**src/rtl/fnd_pkg.sv**
```systemverilog
// Shared constants for the multiplexed 7-segment display controller.
// Segment codes are active-low {dp,g,f,e,d,c,b,a}; dp is off in every constant.
package fnd_pkg;

    localparam int unsigned DIGITS    = 4;
    localparam int unsigned VAL_W     = 7;
    localparam int unsigned BCD_W     = 4;
    localparam int unsigned IDX_W     = 2;

    localparam logic [DIGITS-1:0] COMM_OFF = 4'b1111;

    localparam logic [7:0] SEG_0     = 8'hC0;
    localparam logic [7:0] SEG_1     = 8'hF9;
    localparam logic [7:0] SEG_2     = 8'hA4;
    localparam logic [7:0] SEG_3     = 8'hB0;
    localparam logic [7:0] SEG_4     = 8'h99;
    localparam logic [7:0] SEG_5     = 8'h92;
    localparam logic [7:0] SEG_6     = 8'h82;
    localparam logic [7:0] SEG_7     = 8'hF8;
    localparam logic [7:0] SEG_8     = 8'h80;
    localparam logic [7:0] SEG_9     = 8'h90;
    localparam logic [7:0] SEG_DASH  = 8'hBF;
    localparam logic [7:0] SEG_BLANK = 8'hFF;

    // Decimal digit to segment pattern (without dp); codes 10..15 render as a dash.
    function automatic logic [6:0] digit_seg(input logic [BCD_W-1:0] d);
        logic [7:0] code;
        case (d)
            4'd0:    code = SEG_0;
            4'd1:    code = SEG_1;
            4'd2:    code = SEG_2;
            4'd3:    code = SEG_3;
            4'd4:    code = SEG_4;
            4'd5:    code = SEG_5;
            4'd6:    code = SEG_6;
            4'd7:    code = SEG_7;
            4'd8:    code = SEG_8;
            4'd9:    code = SEG_9;
            default: code = SEG_DASH;
        endcase
        return code[6:0];
    endfunction

endpackage

```
**src/rtl/fnd_bcd_seg.sv**
```systemverilog
// Splits a 0..99 value into tens/ones by compare-and-subtract and returns the
// selected digit's segment pattern; values above 99 show a dash.
module fnd_bcd_seg (
    input  logic [6:0] value,
    input  logic       tens_sel,
    output logic [6:0] seg
);
    import fnd_pkg::*;

    logic [BCD_W-1:0] tens;
    logic [BCD_W-1:0] ones;

    // Highest decade threshold not exceeding the value wins.
    always_comb begin
        tens = '0;
        ones = BCD_W'(value);
        seg  = SEG_DASH[6:0];
        for (int unsigned k = 1; k <= 9; k++) begin
            if (value >= VAL_W'(10 * k)) begin
                tens = BCD_W'(k);
                ones = BCD_W'(value - VAL_W'(10 * k));
            end
        end
        if (value <= 7'd99) begin
            seg = digit_seg(tens_sel ? tens : ones);
        end
    end

endmodule

```
**src/rtl/fnd_scan_ctrl.sv**
```systemverilog
// 4-digit common-anode FND scanner with frame-boundary snapshot of the watch time.
// Optional FND_DOT_BLINK_EN: colon follows snapshot msec (< 50 lit), else steady.
module fnd_scan_ctrl #(
    parameter int unsigned CLK_HZ  = 100_000_000,
    parameter int unsigned SCAN_HZ = 1000
) (
    input  logic       clk,
    input  logic       reset,
    input  logic [6:0] msec,
    input  logic [6:0] sec,
    input  logic [6:0] min,
    input  logic [6:0] hour,
    input  logic       sel_mode,
    output logic [3:0] fnd_comm,
    output logic [7:0] fnd_font
);
    import fnd_pkg::*;

    localparam int unsigned DIV     = CLK_HZ / SCAN_HZ;
    localparam int unsigned CNT_W   = (DIV > 2) ? $clog2(DIV) : 1;
    localparam logic [CNT_W-1:0] CNT_MAX = CNT_W'(DIV - 1);

    logic [CNT_W-1:0] prescale;
    logic [IDX_W-1:0] dig_idx;
    logic [VAL_W-1:0] snap_hour;
    logic [VAL_W-1:0] snap_min;
    logic [VAL_W-1:0] snap_sec;
    logic [VAL_W-1:0] snap_msec;
    logic             snap_mode;

    logic             scan_tick;
    logic             frame_start;
    logic [IDX_W-1:0] nxt_idx;
    logic [VAL_W-1:0] nxt_hour;
    logic [VAL_W-1:0] nxt_min;
    logic [VAL_W-1:0] nxt_sec;
    logic [VAL_W-1:0] nxt_msec;
    logic             nxt_mode;
    logic [VAL_W-1:0] hi_val;
    logic [VAL_W-1:0] lo_val;
    logic [VAL_W-1:0] dig_val;
    logic             tens_sel;
    logic [6:0]       seg;
    logic             dp_n;
    logic [DIGITS-1:0] comm_nxt;

    // Outputs are registered from the post-tick view (new index, new snapshot)
    // so the display changes exactly one cycle after scan_tick.
    always_comb begin
        scan_tick   = (prescale == CNT_MAX);
        frame_start = scan_tick && (dig_idx == IDX_W'(DIGITS - 1));
        nxt_idx     = dig_idx + IDX_W'(1);

        nxt_hour = snap_hour;
        nxt_min  = snap_min;
        nxt_sec  = snap_sec;
        nxt_msec = snap_msec;
        nxt_mode = snap_mode;
        if (frame_start) begin
            nxt_hour = hour;
            nxt_min  = min;
            nxt_sec  = sec;
            nxt_msec = msec;
            nxt_mode = sel_mode;
        end

        hi_val   = nxt_mode ? nxt_sec  : nxt_hour;
        lo_val   = nxt_mode ? nxt_msec : nxt_min;
        dig_val  = nxt_idx[1] ? hi_val : lo_val;
        tens_sel = nxt_idx[0];

`ifdef FND_DOT_BLINK_EN
        dp_n = (nxt_idx == 2'd2) ? (nxt_msec >= 7'd50) : 1'b1;
`else
        dp_n = (nxt_idx != 2'd2);
`endif

        comm_nxt          = COMM_OFF;
        comm_nxt[nxt_idx] = 1'b0;
    end

    fnd_bcd_seg u_bcd_seg (
        .value    (dig_val),
        .tens_sel (tens_sel),
        .seg      (seg)
    );

    // dig_idx resets to 3 so the first tick wraps to 0 and loads the snapshot.
    always_ff @(posedge clk or posedge reset) begin
        if (reset) begin
            prescale  <= '0;
            dig_idx   <= IDX_W'(DIGITS - 1);
            snap_hour <= '0;
            snap_min  <= '0;
            snap_sec  <= '0;
            snap_msec <= '0;
            snap_mode <= 1'b0;
            fnd_comm  <= COMM_OFF;
            fnd_font  <= SEG_BLANK;
        end else begin
            prescale <= scan_tick ? '0 : prescale + CNT_W'(1);
            if (scan_tick) begin
                dig_idx  <= nxt_idx;
                fnd_comm <= comm_nxt;
                fnd_font <= {dp_n, seg};
            end
            if (frame_start) begin
                snap_hour <= hour;
                snap_min  <= min;
                snap_sec  <= sec;
                snap_msec <= msec;
                snap_mode <= sel_mode;
            end
        end
    end

endmodule

```
**config.mk**
```make
export PLATFORM = sky130hd
export DESIGN_NAME = fnd_scan_ctrl
export DESIGN_NICKNAME = d
export VERILOG_FILES = /design/src/rtl/fnd_pkg.sv /design/src/rtl/fnd_bcd_seg.sv /design/src/rtl/fnd_scan_ctrl.sv
export SDC_FILE = /design/constraint.sdc
export NUM_CORES = 1
export LEC_CHECK = 0
export ABC_CLOCK_PERIOD_IN_PS = 5850
export CAP_MARGIN = 20
export CORE_MARGIN = 3
export CORE_UTILIZATION = 55
export DETAILED_ROUTE_END_ITERATION = 7
export MAX_ROUTING_LAYER = met4
export PLACE_DENSITY = 0.83
export SLEW_MARGIN = 10
export SYNTH_ARGS = -nofsm -noshare
export SYNTH_HDL_FRONTEND = slang
export SYNTH_SLANG_ARGS = --single-unit
export TNS_END_PERCENT = 100
```
**constraint.sdc**
```tcl
create_clock -name clk -period 5.85 [get_ports clk]
set_clock_uncertainty 0.1 [all_clocks]
set_input_delay 0.8775 -clock clk [delete_from_list [all_inputs] [get_ports clk]]
set_output_delay 0.8775 -clock clk [all_outputs]
set_load 0.01 [all_outputs]
```
==> metrics.csv <==
metric;value;unit
avgSynthCellArea;9.00;um^2
cts_inserted_buffers;9;
post_cts_buffers;0;
top_layer_used;met4;
start_util;0.585;
cp_max_fo;16;
setup_viol;0;
synthAdderAreaFrac;0.0521;
netSwitchingFraction;0.249;
synth_top_family_by_area;simple AND/OR/NAND/NOR gates;
setup-tns-final;0;ps
wl_met2;4490;um
drive_gt1_frac;0.139;
die_x;92.2;um
grt_max_degree;60;
via_per_inst;5.96;
routed-via-count;3525;
yosys_most_used_dff;dfrtp_1;
drc_errors;0;
drt-pass1-iter-count;4;
netlist_area;0.00409;mm^2
drt-met1-wl;4210;um
relSlewSlack;0.445;
rsz0062_at_grt;no;
synthCells;454;
worstHoldPathType;reg -> reg;
hold_viol_final;0;
yosys.cell_types.count;66;
worstSkewPairLatency;340;ps
grt_pass1_vias;3377;
antenna_cells;0;
dieArea;0.00850;mm^2
slowest_delay;660;ps
cp_common_cell;inv_1;
seqPwrFrac;0.520;
dp_cells;575;
power.internal;589;uW
fmax;188;MHz
fin_nets;538;
route.met3.wl;663;um
portBuffers;42;
synth-edff-count;0;
ys_seq_area_frac;0.365;
tritoncts;done;
post_synth_mux_area_share;0.127;
status;finished clean;
dpl.hpwl;7010;um
slew_viol_final;0;
critPathKind;reg -> reg;
antenna_found_initial;0;
required;6020;ps
switchingPower;196;uW
die_h;92.2;um
ant_nets;0;
yosys_warnings;0;
grt_first_pass_wirelength;16200;um
fin_crit_sh;0.909;
place_congestion;1.03;
start_kind;flip-flop;
syn_nets;502;
pwr-share-clk;0.422;
track_usage;0.245;
area_growth;15.7;%
post-route-min-period;5320;ps
ios;43;
wl_per_cell;16.2;um
synth_compound_area_frac;0.152;
drv_cap;0;
leakage;1.94;nW
final_area;0.00472;mm^2
worst_pin_slew;833;ps
cts.sinks;59;
drt_iter0_drc;358;
coreArea;0.00698;mm^2
synth_seq_cells;59;
placed_area;0.00455;mm^2
clock-root-buffer;clkbuf_8;
synthXorXnorAreaFrac;0.0279;
cts_htree_levels;3;
drt-total-wl;9570;um
fin_cells;591;
path_cells;inv_1, ha_2, mux4_2, and3_1, nor2_1, inv_1, ha_1, inv_1, a21oi_1, a2111oi_0, and4b_1, o21a_1, o21ai_0, inv_1, ha_1, nand2_1, mux2i_1, o22a_1;
n_fill_cell;557;
combPwrFrac;0.058;
powerDensity;166;mW/mm^2
critPathCaptureType;flip-flop;
peakVddDrop;0.150;mV
synthSimpleGateAreaFrac;0.226;
hold_ws;369;ps
clk_path_buf_depth;2;
async_reset_ff_frac;1.00;
placementRows;30;
crit_path_top_delay_cell;ha_2;
overflow;0;
arrival;5490;ps
path_clk_slew;70;ps
## Yosys cell counts, types with 10 or more instances
cell type  number  area, um^2
mux2i_1        18         180
inv_1          22        82.6
mux4_2         13         293
a21oi_1        18        90.1
nand2_1       119         447
ha_1           17         213
dfrtp_1        46        1150
dfstp_2        13         342
nor2_1         25        93.8
nand3_1        10        50.1
o21ai_0        25         125
## state kept, by name, indices dropped and copies added, names as in the netlist
signal	cells
fnd_comm	4
dig_idx	2
snap_sec	7
fnd_font	7
snap_mode	1
prescale	17
snap_min	7
snap_msec	7
snap_hour	7
## worst max-delay path: cells and delay by family, from the launching register on
family	cells	cell delay, ps
multiplexers	2	670
buffers and inverters	4	580
AND/OR/NAND/NOR	4	710
flip-flops	1	630
AO/OA/AOI/OAI	5	1400
adder cells (fa/ha/maj)	3	1150
## through the flow
step,util,setup slack (ps),total power [mW]
finish,0.677,531,0.784
global route,0.677,111,0.816
CTS,0.676,309,0.792
detailed placement,0.651,351,0.461
global placement,0.651,665,0.460
floorplan,-,604,0.432
## power by group through the flow
stage          registers [mW]  logic (mW)  clock network [mW]
2_1_floorplan           0.416      0.0164                   0
3_3_place_gp            0.416      0.0448                   0
3_5_place_dp            0.416      0.0454                   0
4_1_cts                 0.408      0.0456               0.339
5_1_grt                 0.408      0.0494               0.359
6_report                0.408      0.0451               0.331
## what timing repair did
action                     CTS  global route
gates resized for setup      0             1
hold buffers                 0             0
hold endpoints to repair     0             0
setup endpoints to repair    0             5
## final timing paths
path,cells after the start,from,end,slack [ps]
max,18,dig_idx[0]$_DFFE_PP1N_,fnd_font[0]$_DFFE_PP1N_,530
min,2,snap_sec[5]$_DFF_PP0_,snap_sec[5]$_DFF_PP0_,370
max reg2reg,18,dig_idx[0]$_DFFE_PP1N_,fnd_font[0]$_DFFE_PP1N_,530
min reg2reg,2,snap_sec[5]$_DFF_PP0_,snap_sec[5]$_DFF_PP0_,370
max in group asynchronous,3,reset,snap_min[6]$_DFF_PP0_,4210
min in group asynchronous,3,reset,snap_msec[0]$_DFF_PP0_,960
## cells by family (layout without fill, tap and decap cells)
family / after synthesis / in the layout
DFF: 59 / 59
AOI/OAI and AO/OA: 87 / 87
xor gates and xnor gates: 13 / 13
adders and majority gates: 17 / 17
and+or+nand+nor: 198 / 198
buffers and inverters: 45 / 86
muxes: 35 / 35
## routing by layer
layer	vias up	track usage
li1	1672	-
met1	1679	0.329
met2	156	0.372
met3	18	0.0492
met4	0	0.0854
met5	-	-
## layout by cell type, fill, tap and decap left out, types with 7 or more instances in the layout
cell	count
a21oi_1	18
clkbuf_8	9
clkdlybuf4s50_1	42
dfrtp_1	46
dfstp_2	13
ha_1	16
inv_1	21
mux2i_1	18
mux4_2	13
nand2_1	119
nand3_1	10
nor2_1	25
o21ai_0	25
xor2_1	7
## final cells by class
type / instances / area, um^2 / share of cell area
multi-input cells: 350 / 2390 / 0.506
flip-flops and latches: 59 / 1490 / 0.316
repair buffers: 48 / 465 / 0.0985
clock buffers: 9 / 124 / 0.0262
well taps: 96 / 120 / 0.0254
inverters: 22 / 82.6 / 0.0175
clock inverters: 7 / 51.3 / 0.0109
Note: power is estimated with default switching activity, not from simulation.
==> RTL change 1, RTL diff (same flow settings) <==
Make the reset (`reset`) synchronous in one clocked block.
--- a/src/rtl/fnd_scan_ctrl.sv
+++ b/src/rtl/fnd_scan_ctrl.sv
@@ -86,7 +86,7 @@
     );
 
     // dig_idx resets to 3 so the first tick wraps to 0 and loads the snapshot.
-    always_ff @(posedge clk or posedge reset) begin
+    always_ff @(posedge clk) begin
         if (reset) begin
             prescale  <= '0;
             dig_idx   <= IDX_W'(DIGITS - 1);
Function: no difference found for any inputs over 10 cycles, from zero or initial values and one cycle with reset high; that may be too few to reach the edited logic, so the function may still have changed.
==> RTL change 1 against the original RTL <==
  * Critical path depth is 1 lower
  * Design area is 1.9% lower
  * Combinational power is 12% higher
  * Sequential share of layout area is 6.1 points lower
  * Power is 6.7% higher
  * Core utilization is 0.91 points lower
  * Area after synthesis is 1.9% lower
  * Sequential cell count stayed put
  * Wire length is 2.6% higher
  * Worst setup slack better by 160 ps
  * Synthesized cell count is 4.6% higher
  * Largest cell class unchanged
==> RTL change 1: results (changes against the original RTL) <==
Parameter                              Value

Synthesis
  Top post-synthesis cells by count ... nand2_1, dfxtp_1, a21oi_1, nor2_1, mux2i_1 (was nand2_1, dfrtp_1, nor2_1, o21ai_0, inv_1)
  Share of the synthesized area in compound gates (AO/OA/AOI/OAI) ... 18.36% (was 15.16%)
  Post-synthesis net count ... 523 (was 502)
  Cells taking the most area after synthesis ... dfxtp_1, nand2_1, mux2i_1 (was dfrtp_1, nand2_1, dfstp_2)
  Most common flop cell mapped by yosys ... dfxtp_1 (was dfrtp_1)
  Synth Area in Adders ... 5.309% (was 5.207%)
  Mux share of post-synthesis cell area ... 14.93% (was 12.68%)

Power and ir drop
  Clock network power ... 0.381 mW (was 0.331 mW)
  Combinational cell fraction of total power ... 6.1% (was 5.8%)
  Peak ir drop on the vdd network ... 0.1530 mV (was 0.1498 mV)
  Fraction of power spent switching nets ... 21.40% (was 24.95%)

Route
  Number of violations reported at the end of detailed-routing iteration 0 ... 325 (was 358)
  Routed wl met2 ... 4784 um (was 4489 um)
  Detailed-routing iteration count for the pre-antenna-repair pass ... 5 (was 4)
  Via count ... 3710 (was 3525)

Critical path
  Data arrival time of the worst path ... 5310 ps (was 5490 ps)
  R2R setup slack ... 690 ps (was 530 ps)
  Crit-path max cell delay ... 740 ps (was 660 ps)
  Critical path fanouts, max ... 14 (was 16)

Global routing
  Wire length of the first global-routing pass ... 16720 um (was 16190 um)
  Met3 routing resource usage after global routing ... 4.640% (was 4.922%)

Status
  Result of the run ... finished clean (unchanged)

Cells and area
  Total of fill cells in the finished design ... 568 (was 557)
  Net count, final ... 552 (was 538)

Placed design
  Weighted congestion reported at the end of routability-driven placement ... 0.9103 (was 1.026)
  DP HPWL ... 7118 um (was 7012 um)
[RTL change 1: changes by cell type after synthesis, moves of 5 or more]
cell,delta
nand4_1,+6
nand3_1,+5
clkbuf_1,+7
nand2_1,-47
nor2_1,+12
a21oi_1,+23
dfrtp_1,-46
o21ai_0,-9
o22a_1,-5
mux2i_1,+8
a211o_1,+5
dfstp_2,-13
dfxtp_1,+59
[RTL change 1: layout make-up]
cell class / instances / area, sq um / area share, %
Inverter: 26 / 110.1 / 2.375
Timing Repair Buffer: 48 / 473.0 / 10.20
Clock inverter: 2 / 35.03 / 0.7557
Sequential cell: 59 / 1181 / 25.48
Multi-Input combinational cell: 360 / 2551 / 55.03
Tap cell: 96 / 120.1 / 2.591
Clock buffer: 12 / 165.2 / 3.563
[RTL change 1: stage by stage]
step | power, mW | cell area, sq um | util, % | hold slack [ps] | setup WS, ps
after CTS | 0.8407 | 4621 | 66.54 | 351.9 | 737.7
after floorplan | 0.4346 | 4006 | - | 325.8 | 1651
after global placement | 0.4632 | 4420 | 63.66 | 335.3 | 889.4
after detailed placement | 0.4644 | 4420 | 63.66 | 344.2 | 784.8
final | 0.8364 | 4636 | 66.76 | 349.4 | 693.4
after global routing | 0.8662 | 4636 | 66.76 | 366.4 | 362.5
[RTL change 1: worst max-delay path, delay by kind of cell (launching register included)]
family                     cells  cell delay [ps]
xor gates and xnor gates       1              130
muxes                          1              740
and+or+nand+nor                2              660
buffers and inverters          4              450
AOI/OAI and AO/OA              6             1480
adders and majority gates      3              910
DFF                            1              590
[RTL change 1: worst paths after layout]
path,start,to,depth (start not counted)
min reg2reg,snap_min[3],snap_min[3],2
min,snap_min[3],snap_min[3],2
max,dig_idx[0],fnd_font[3],17
max reg2reg,dig_idx[0],fnd_font[3],17
==> RTL change 2, RTL diff (same settings) <==
Without the edit above. `IDX_W`: 2 -> 4.
--- a/src/rtl/fnd_pkg.sv
+++ b/src/rtl/fnd_pkg.sv
@@ -5,7 +5,7 @@
     localparam int unsigned DIGITS    = 4;
     localparam int unsigned VAL_W     = 7;
     localparam int unsigned BCD_W     = 4;
-    localparam int unsigned IDX_W     = 2;
+    localparam int unsigned IDX_W     = 4;
 
     localparam logic [DIGITS-1:0] COMM_OFF = 4'b1111;
 
Function: no difference found for any inputs over 10 cycles, from zero or initial values and one cycle with reset high; that may be too few to reach the edited logic, so the function may still have changed.
==> RTL change 2 against the original RTL <==
  * Design area is 3.0% higher
  * Die area is 2.6% higher
  * Area after synthesis increased by 2.8%
  * Worst setup slack improved by 21 ps
  * Fmax rose by 0.39%
  * Sequential cell count increased by 2
  * Critical path depth up 1
  * Wire length increased by 1.3%
  * Power increased by 8.4%
  * Critical endpoint is now fnd_font[4]
==> RTL change 2: results (changes against the original RTL) <==
Parameter                              Value

Status
  Result of the run ... finished clean (unchanged)

Cells and area
  Number of flip-flops under the largest register name ... 17 (unchanged)
  Share of post-route cells with drive strength above 1 ... 23.72% (was 13.94%)
  Total of fill cells in the finished design ... 544 (was 557)
  Net count, final ... 473 (was 538)
  Commonest non-fill, non-tap cell in the layout ... dfrtp_1 (was nand2_1)

Route
  Wire length on met1 ... 4213 um (was 4212 um)
  Number of violations reported at the end of detailed-routing iteration 0 ... 122 (was 358)
  Via count ... 3297 (was 3525)
  Detailed-routing iteration count for the pre-antenna-repair pass ... 5 (was 4)
  Detail-routed net length per standard cell ... 18.33 um (was 16.20 um)
  Routed wl met2 ... 4814 um (was 4489 um)
  Met3 Routed Length ... 472 um (was 663 um)

Synthesis
  Post-synthesis sequential area ratio ... 36.74% (was 36.54%)
  Top post-synthesis cells by count ... dfrtp_1, mux2_2, mux2i_1, nand2_1, nor2_1 (was nand2_1, dfrtp_1, nor2_1, o21ai_0, inv_1)
  Cells taking the most area after synthesis ... dfrtp_1, mux2_2, dfstp_2 (was dfrtp_1, nand2_1, dfstp_2)
  Distinct cell type count of the synthesized netlist ... 70 (was 66)
  Synth Warn # ... 0 (unchanged)
  Post-synthesis net count ... 438 (was 502)
  Post-synthesis async set-or-reset flop share ... 100.0% (unchanged)

Clock tree
  Post-CTS setup buffer count ... 0 (unchanged)
  Buffer depth of the longest clock path ... 2 (unchanged)
  CTS root buffer ... clkbuf_8 (unchanged)
  Reg clk slew, reported paths ... 70 ps (about the same)

Critical path
  R2R setup slack ... 550 ps (was 530 ps)
  Crit-path max cell delay ... 710 ps (was 660 ps)
  Data arrival time of the worst path ... 5480 ps (was 5490 ps)
  Kind of cell adding the most delay to the critical path ... simple AND/OR/NAND/NOR gates (was compound AO/OA/AOI/OAI gates)
  Number of cells on the worst reg-to-reg path ... 19 (was 18)
  CP max-delay cell ... mux4_2 (was ha_2)
  Critical path fanouts, max ... 23 (was 16)

Timing
  Tightest Pin Transition ... 945.7 ps (was 833.0 ps)
  Number of hold violations in the final report ... 0 (unchanged)

Placed design
  Placed cell areas ... 0.004666 sq mm (was 0.004547 sq mm)
  Weighted congestion reported at the end of routability-driven placement ... 0.9760 (was 1.026)
  Count of port buffers added during placement ... 42 (unchanged)
  DP HPWL ... 6739 um (was 7012 um)

Global routing
  Grt met1 use ... 31.52% (was 32.85%)
  Global router's overall resource usage ... 24.45% (was 24.47%)
  Global Route met2 Usage ... 38.00% (was 37.23%)
  Wire length of the first global-routing pass ... 16270 um (was 16190 um)
  Largest net degree at the start of global routing ... 62 (was 60)
  Met3 routing resource usage after global routing ... 5.149% (was 4.922%)

Power and ir drop
  Leakage power total ... 1.991 nW (was 1.944 nW)
  Fraction of power spent switching nets ... 24.02% (was 24.95%)
  Peak ir drop on the vdd network ... 0.1928 mV (was 0.1498 mV)

Hold path
  Hold Path Depth ... 1 (was 2)

Job
  Maxcap violations ... 0 (unchanged)
RTL change 2: metrics by stage:
stage	setup WS [ps]	instances	power, mW	utilization, %	hold WS, ps
3_3_place_gp	805.9	513	0.4765	63.65	367.2
3_5_place_dp	601.1	513	0.4775	63.65	386.9
2_1_floorplan	1239	390	0.4480	-	347.9
5_1_grt	49.27	529	0.8842	66.36	418.6
6_report	551.9	529	0.8499	66.36	390.6
4_1_cts	592.6	529	0.8609	66.36	394.6
RTL change 2: cell families after synthesis:
kind of cell             Yosys count  share of synthesized area, %
adder cells (fa/ha/maj)           17                         5.065
AO/OA/AOI/OAI                     86                         14.66
AND/OR/NAND/NOR                   95                         12.96
multiplexers                      81                         23.54
XOR/XNOR                          16                         3.337
flip-flops                        61                         36.74
buffers and inverters             34                         3.695
RTL change 2: final timing paths:
check / startpoint / end
setup / recovery: dig_idx[0] / fnd_font[4]
hold / removal: prescale[0] / prescale[0]
setup reg to reg: dig_idx[0] / fnd_font[4]
hold reg to reg: prescale[0] / prescale[0]
max in group asynchronous: reset / prescale[4]
min in group asynchronous: reset / snap_sec[1]
RTL change 2: power by group through the flow:
stage	Clock [mW]	Sequential [mW]	Combinational (mW)
after floorplan	0	0.430	0.0183
after global placement	0	0.430	0.0468
after detailed placement	0	0.430	0.0478
after CTS	0.391	0.422	0.0481
after global routing	0.411	0.422	0.0519
final	0.380	0.422	0.0475
RTL change 2: cell type report:
cell class,instances,area [sq um],share of cell area [%]
clock buffer,9,123.9,2.546
clock inverter,7,75.07,1.543
inverter,12,47.55,0.9774
multi-input combinational,295,2501,51.41
sequential,61,1543,31.71
tap,99,123.9,2.546
timing repair buffer,46,450.4,9.259
